### src/rtl/wb_pkg.sv
// Shared types and constants for the writeback stage.
// Entries pair a destination register with its result.
package wb_pkg;
  localparam int XLEN = 32;
  localparam int REG_AW = 5;

  typedef struct packed {
    logic [REG_AW-1:0] rd;
    logic [XLEN-1:0]   data;
  } wb_entry_t;

  localparam logic [REG_AW-1:0] REG_ZERO = '0;
endpackage

### src/rtl/wb_fifo.sv
// Small synchronous FIFO buffering long-latency writeback results.
// The count register is what distinguishes full from empty.
import wb_pkg::*;

module wb_fifo #(
  parameter int DEPTH = 4,
  localparam int AW = $clog2(DEPTH),
  localparam int CW = AW + 1
) (
  input  logic      clk,
  input  logic      reset,
  input  logic      push,
  input  wb_entry_t push_entry,
  input  logic      pop,
  output logic      full,
  output logic      empty,
  output logic [CW-1:0] count,
  output wb_entry_t head
);

  wb_entry_t mem [DEPTH];
  logic [AW-1:0] wr_ptr;
  logic [AW-1:0] rd_ptr;
  logic do_push;
  logic do_pop;

  assign full    = (count == CW'(DEPTH));
  assign empty   = (count == '0);
  assign do_push = push && !full;
  assign do_pop  = pop && !empty;
  assign head    = mem[rd_ptr];

  always_ff @(posedge clk) begin
    if (reset) begin
      wr_ptr <= '0;
      rd_ptr <= '0;
      count  <= '0;
    end else begin
      if (do_push)
        wr_ptr <= wr_ptr + AW'(1);
      if (do_pop)
        rd_ptr <= rd_ptr + AW'(1);
      unique case ({do_push, do_pop})
        2'b10:   count <= count + CW'(1);
        2'b01:   count <= count - CW'(1);
        default: count <= count;
      endcase
    end
  end

  // Storage needs no reset; pointers define which slots are live.
  always_ff @(posedge clk) begin
    if (do_push)
      mem[wr_ptr] <= push_entry;
  end

endmodule

### src/rtl/writeback_arbiter.sv
// Writeback arbiter: ALU stream vs buffered long-latency stream,
// one registered register-file write per cycle, bounded ALU priority.
import wb_pkg::*;

module writeback_arbiter #(
  parameter int FIFO_DEPTH = 4,
  parameter int MAX_DEFER = 3,
  localparam int CW = $clog2(FIFO_DEPTH) + 1,
  localparam int DW = $clog2(MAX_DEFER + 1)
) (
  input  logic              clk,
  input  logic              reset,
  input  logic              alu_valid,
  output logic              alu_ready,
  input  logic [REG_AW-1:0] alu_rd,
  input  logic [XLEN-1:0]   alu_data,
  input  logic              lsu_valid,
  output logic              lsu_ready,
  input  logic [REG_AW-1:0] lsu_rd,
  input  logic [XLEN-1:0]   lsu_data,
  output logic              rf_write_en,
  output logic [REG_AW-1:0] rf_write_addr,
  output logic [XLEN-1:0]   rf_write_data,
  output logic [CW-1:0]     fifo_count
);

  logic full;
  logic empty;
  logic push;
  logic fifo_pri;
  logic alu_grant;
  logic fifo_grant;
  logic [DW-1:0] defer_cnt;
  wb_entry_t head;
  wb_entry_t lsu_entry;

  assign lsu_entry = '{rd: lsu_rd, data: lsu_data};

  assign fifo_pri   = !empty && (defer_cnt == DW'(MAX_DEFER));
  assign alu_grant  = !reset && alu_valid && !fifo_pri;
  assign fifo_grant = !reset && !alu_grant && !empty;
  assign alu_ready  = alu_grant;
  assign lsu_ready  = !reset && !full;

  // x0 results are acknowledged but never buffered.
  assign push = lsu_valid && lsu_ready && (lsu_rd != REG_ZERO);

  wb_fifo #(
    .DEPTH(FIFO_DEPTH)
  ) u_fifo (
    .clk       (clk),
    .reset     (reset),
    .push      (push),
    .push_entry(lsu_entry),
    .pop       (fifo_grant),
    .full      (full),
    .empty     (empty),
    .count     (fifo_count),
    .head      (head)
  );

  always_ff @(posedge clk) begin
    if (reset || empty || fifo_grant)
      defer_cnt <= '0;
    else if (alu_grant && (defer_cnt != DW'(MAX_DEFER)))
      defer_cnt <= defer_cnt + DW'(1);
  end

  // Address and data only move on a real write.
  always_ff @(posedge clk) begin
    if (reset) begin
      rf_write_en   <= 1'b0;
      rf_write_addr <= '0;
      rf_write_data <= '0;
    end else if (alu_grant) begin
      rf_write_en <= (alu_rd != REG_ZERO);
      if (alu_rd != REG_ZERO) begin
        rf_write_addr <= alu_rd;
        rf_write_data <= alu_data;
      end
    end else if (fifo_grant) begin
      rf_write_en   <= 1'b1;
      rf_write_addr <= head.rd;
      rf_write_data <= head.data;
    end else begin
      rf_write_en <= 1'b0;
    end
  end

endmodule

### config.mk
export PLATFORM = sky130hd
export DESIGN_NAME = writeback_arbiter
export DESIGN_NICKNAME = d
export VERILOG_FILES = /design/src/rtl/wb_pkg.sv /design/src/rtl/wb_fifo.sv /design/src/rtl/writeback_arbiter.sv
export SDC_FILE = /design/constraint.sdc
export NUM_CORES = 1
export LEC_CHECK = 0
export CAP_MARGIN = 40
export CELL_PAD_IN_SITES_DETAIL_PLACEMENT = 1
export CELL_PAD_IN_SITES_GLOBAL_PLACEMENT = 2
export CORE_MARGIN = 5
export CORE_UTILIZATION = 39
export CTS_CLUSTER_DIAMETER = 100
export DETAILED_ROUTE_END_ITERATION = 10
export MAX_ROUTING_LAYER = met4
export PLACE_DENSITY_LB_ADDON = 0.1
export SYNTH_ARGS = -nofsm -noshare
export SYNTH_HDL_FRONTEND = slang
export SYNTH_SLANG_ARGS = --single-unit
### constraint.sdc
create_clock -name clk -period 3.6 [get_ports clk]
set_input_delay 0.9 -clock clk [delete_from_list [all_inputs] [get_ports clk]]
set_output_delay 0.9 -clock clk [all_outputs]
set_load 0.005 [all_outputs]
# Word-level counts from Yosys, hierarchy flattened
# Memory sizes are Yosys's and may differ from the RTL's. A register that Yosys moved wholly into a read port is not among the register bits.
# Index checks and enable logic that the tools add are counted.
[op_classes]
mux = 13
eq_ne = 6
n_reduce_logical = 24
addsub = 5
[ops]
columns = ["cell", "n"]
rows = [
  ["32-bit two-way mux", 3],
  ["5-bit two-way mux", 3],
  ["1-bit logical AND", 11],
  ["5-bit nonzero test", 2],
  ["2-bit by 1-bit adder with 2-bit output (second input constant)", 3],
  ["3-bit one-hot mux with 2 select lines", 1],
  ["1-bit logical NOT", 5],
  ["2-bit equality test (second input constant)", 2],
  ["1-bit two-way mux", 4],
  ["2-bit two-way mux", 2],
  ["2-bit nonzero test", 2],
  ["3-bit by 1-bit adder with 3-bit output (second input constant)", 1],
  ["3-bit equality test (second input constant)", 1],
  ["3-bit logical NOT", 1],
  ["3-bit by 1-bit subtractor with 3-bit output (second input constant)", 1],
  ["2-bit by 1-bit equality test with 1-bit output (second input constant)", 1],
  ["1-bit logical OR", 2],
  ["2-bit by 1-bit inequality test with 1-bit output (second input constant)", 1],
  ["2-bit inequality test (second input constant)", 1],
  ["2-bit AND reduction", 1],
]
[word_totals]
wordCells = 56
n_memories = 1
ram_bits = 148
register_bits = 47
[memory_table]
columns = ["name", "words", "width", "rd", "rd_clocked_by_memory_dff", "wr", "line_no", "rtl"]
rows = [
  ["u_fifo.mem", 4, 37, 1, 1, 1, "wb_fifo.sv:21", "wb_entry_t mem [DEPTH];"],
]

# Longest topological paths before layout
[logic_depth]
ltp_word = 11
depth_mapped = 8
depth_no_buf = 8

# By module
# From an unflattened synthesis, not the netlist that was laid out.
[hier_totals]
hier_cells = 485
hier_area_um2 = 8200.4
[modules_own_cells]
columns = ["module", "n_inst", "area_each_um2", "seq_area_each_um2", "cells_each"]
rows = [
  ["wb_fifo", 1, 5870.6, 4624.4, 247],
  ["writeback_arbiter", 1, 2329.7, 800.8, 238],
]

# Least setup slack after synthesis
# No wires, ideal clock.
[synth_path]
path_kind = "in2reg"
startpoint = "input port reset"
endpoint = "memory u_fifo.mem[0][0] (netlist bit), enable pin"
path_stages = 3
slack_ns = 0.691
path_buffers = 1
setup_time_ns = 0.398
t_required_ns = 3.202
t_arrival_ns = 2.511
path_cell_list = "clkbuf_1 > a2111oi_4 > and2_1"
[synth_between]
elab_chain_len = 7
[synth_rtl]
columns = ["item", "line_no", "rtl"]
rows = [
  ["from (decl)", "writeback_arbiter.sv:12", "input logic reset,"],
  ["1-bit logical NOT", "writeback_arbiter.sv:43", "assign lsu_ready = !reset && !full;"],
  ["1-bit logical AND", "writeback_arbiter.sv:43", ""],
  ["1-bit logical AND (2 in series)", "writeback_arbiter.sv:46", "assign push = lsu_valid && lsu_ready && (lsu_rd != REG_ZERO);"],
  ["1-bit logical AND", "wb_fifo.sv:29", "assign do_push = push && !full;"],
  ["1-bit two-way mux", "wb_fifo.sv:53", "if (do_push)"],
  ["1-bit two-way mux (implied by the code)", "wb_fifo.sv:54", "mem[wr_ptr] <= push_entry;"],
  ["to (decl)", "wb_fifo.sv:21", ""],
]
# Every way passes these cells.

# Worst setup path after layout
[layout_path]
startpoint = "input port alu_valid"
endpoint = "output port alu_ready"
[layout_between]
elab_chain_len = 2
[layout_rtl]
columns = ["item", "line_no", "rtl"]
rows = [
  ["from (decl)", "writeback_arbiter.sv:13", "input logic alu_valid,"],
  ["1-bit logical AND (2 in series)", "writeback_arbiter.sv:40", "assign alu_grant = !reset && alu_valid && !fifo_pri;"],
  ["to (decl)", "writeback_arbiter.sv:14", "output logic alu_ready,"],
]
# Every way passes these cells.

==> out/results.ini <==
[floorplanning]
die-width_microns=152.7
die_area_sq_um=23330
core_region_area_sq_um=20170
die_y_microns=152.7
design.portCount=121
start_util_pct=39.40
rows=52

[clock_network]
max-clock-path-buffers=2
post-cts-setup-buffer-count=0
cts_repair_resize_count=0
hold_buf_count_cts=0
clockRootBuffer=clkbuf_16
clk_latency_worst_skew_pair_ns=0.44
htree_num_levels=4
cts_tree=done
cts_buffers=17
cts.sinks=197
clk_pin_slew_ns=0.07

[setup_path]
category_of_the_worst_setup_path_launch_point=primary input
cp_data_required_time_ns=2.70
rr_startpoint=u_fifo.count[0]
worst_path_max_delay_cell=clkdlybuf4s50_1
r2r_slack_ns=1.20
worst_path_dominant_cell_family=buffers and inverters
reg2reg_to=u_fifo.count[2]
path_class=in2out
rr_worst_depth=7
critical_path_buf_inv_count=3
arrival_time_of_the_worst_setup_path_ns=2.26
critical_path.cell_chain=clkdlybuf4s50_1, nor2b_1, nand2_2, inv_2, clkdlybuf4s50_1
worst_path_largest_cell_delay_ns=0.51
critical_path.endpoint_type=primary output
critPathLaunch=alu_valid
crit_path_frequent_cell=clkdlybuf4s50_1
path_max_fanout=2

[timing]
post-route-min-period_ns=3.157
fin_crit_sh_pct=87.69
finalClockSkew_ns=0.01958
finalHoldViolations=0
timing.final.ws_setup_ns=0.4431
finalSetupViolations=0
final_max_tran_viols=0
slew-limit-headroom_pct=54.77
fin_setup_tns_ns=0
tightest_slew_ns=0.6784
grt_setup_unrepaired=no
achievable-frequency_mhz=316.8

[worst_hold_path]
min_path_cells=1
holdCritStartpoint=defer_cnt[0]
worstHoldEndpoint=defer_cnt[0]
worst_hold_path_type=reg2reg

[global_routing]
grt_util_all_layers_pct=17.21
maximum_number_of_pins_on_one_net_before_global_route_repair=38
grt_antenna_before_repair=1
overflow=0
first_global_vias=5072
grt_first_pass_wirelength_mm=29.81

[synthesis]
syn-mean-instance-area_sq_um=16.98
ys_seq_area_share_pct=68.27
synth_enable_flop_cells=148
yosys_warn_count=0
synthesis.area_sq_um=7946
synthArstFlopShare_pct=0
synthesis.instances=468
syn-num-nets=553
synth.distinct_cells=42
synth_flop_cell=edfxtp_1
total_of_flip_flops_plus_latches_after_synthesis=197

[power_and_ir_drop]
power_density_nw_per_um2=517.2
peakVddDrop_mv=0.3151
post-layout-total-power_w=0.005219
cellLeakagePower_nw=3.427

[drt]
detailedRoute.firstPassIterationCount=4
via_count=4565
drt.antenna.violating_nets=0
routed_wirelength_mm=19.07
initialDrtViolationCount=239
wl_per_cell_microns=21.67
drc=0
routed_via_density=5.188

[placed_design]
post-place-ws_ns=0.2563
io_buffers=120
finalWeightedCongestion=0.7015
postPlaceCellArea_sq_um=9472
dp_hpwl_mm=12.40

[finish]
final_util_pct=50.04
layout_commonest_cell=edfxtp_1
final_cell_mix=edfxtp_1 (148), clkdlybuf4s50_1 (119), dfxtp_1 (47), inv_1 (41), mux4_2 (37)
final_cell_area_sq_um=10090
drive_above_1_share_pct=22.00
synthToLayoutAreaGrowth_pct=27.00
layout.nets=681
nFillCells=1930

[outcome]
status=finished clean

[job]
maxCapViolations=0

==> Yosys cell counts, drive strengths merged (2+ instances only) <==
cell type  instances  area share (%)
mux2i              2            0.25
ha                 6            0.94
clkbuf            12            0.63
xnor2              4            0.44
nor4b              2            0.22
o21ai              2            0.17
a22oi             36             3.4
nor3               3            0.19
nand2             37             1.7
inv               42             2.0
nor2              10            0.47
edfxtp           148              56
and2               5            0.41
nor2b              2            0.16
dfxtp             49              12
mux4              37              10
buf               21             2.3
a221oi            36             6.3
==> layer usage <==
metal / global-route usage (%) / wire length (microns) / up-vias
met2: 29.06 / 9855 / 103
li1: - / - / 2081
met1: 21.05 / 8351 / 2367
met4: 4.964 / 216 / 0
met5: - / 0 / -
met3: 3.579 / 644 / 14
==> sequential cells by signal (all words and copies together) (netlist names), named ones only <==
signal and cells:
rf_write_addr 5, u_fifo.wr_ptr 2, u_fifo.count 3, rf_write_en 1
defer_cnt 2, u_fifo.mem 148, u_fifo.rd_ptr 2, rf_write_data 32
==> cells by family after synthesis <==
kind of cell / count (synthesis) / share of synthesized area, %
flops: 197 / 68.27
compound gates: 79 / 10.50
buf+inv: 75 / 4.897
simple gates: 65 / 3.700
mux: 40 / 10.88
fa+ha+maj: 7 / 1.197
xor+xnor: 5 / 0.5511
==> cell type report <==
type / count / area, sq um / share of cell area, %
Multi-Input combinational cell: 196 / 2147 / 21.27
Clock inverter: 15 / 192.7 / 1.909
Timing Repair Buffer: 142 / 1399 / 13.86
Tap cell: 270 / 337.8 / 3.347
Clock buffer: 17 / 425.4 / 4.215
Inverter: 42 / 157.7 / 1.562
Antenna cell: 1 / 2.502 / 0.02480
Sequential cell: 197 / 5430 / 53.81
==> power by group <==
group / internal [W] / total [W] / switching (W) / leakage [nW]
clock network: 0.00106 / 0.00196 / 0.000896 / 0.297
logic: 0.000353 / 0.000656 / 0.000304 / 1.38
registers: 0.00254 / 0.00261 / 0.0000671 / 1.75
==> worst max path at each step <==
stage / to / slack (ns) / cells past startpoint
3_3_place_gp: u_fifo.count[2] / 0.35 / 9
5_1_grt: alu_ready / 0.33 / 5
6_report: alu_ready / 0.44 / 5
3_5_place_dp: u_fifo.count[2] / 0.26 / 9
2_1_floorplan: u_fifo.mem[0][0] / 0.69 / 3
4_1_cts: alu_ready / 0.40 / 5
==> through the flow <==
stage / instances / hold slack [ns]
after floorplan: 468 / 0.4053
after global placement: 846 / 0.4178
after detailed placement: 847 / 0.4322
after CTS: 879 / 0.4425
after global routing: 880 / 0.4650
final: 880 / 0.4390
(Power assumes the default switching activity.)
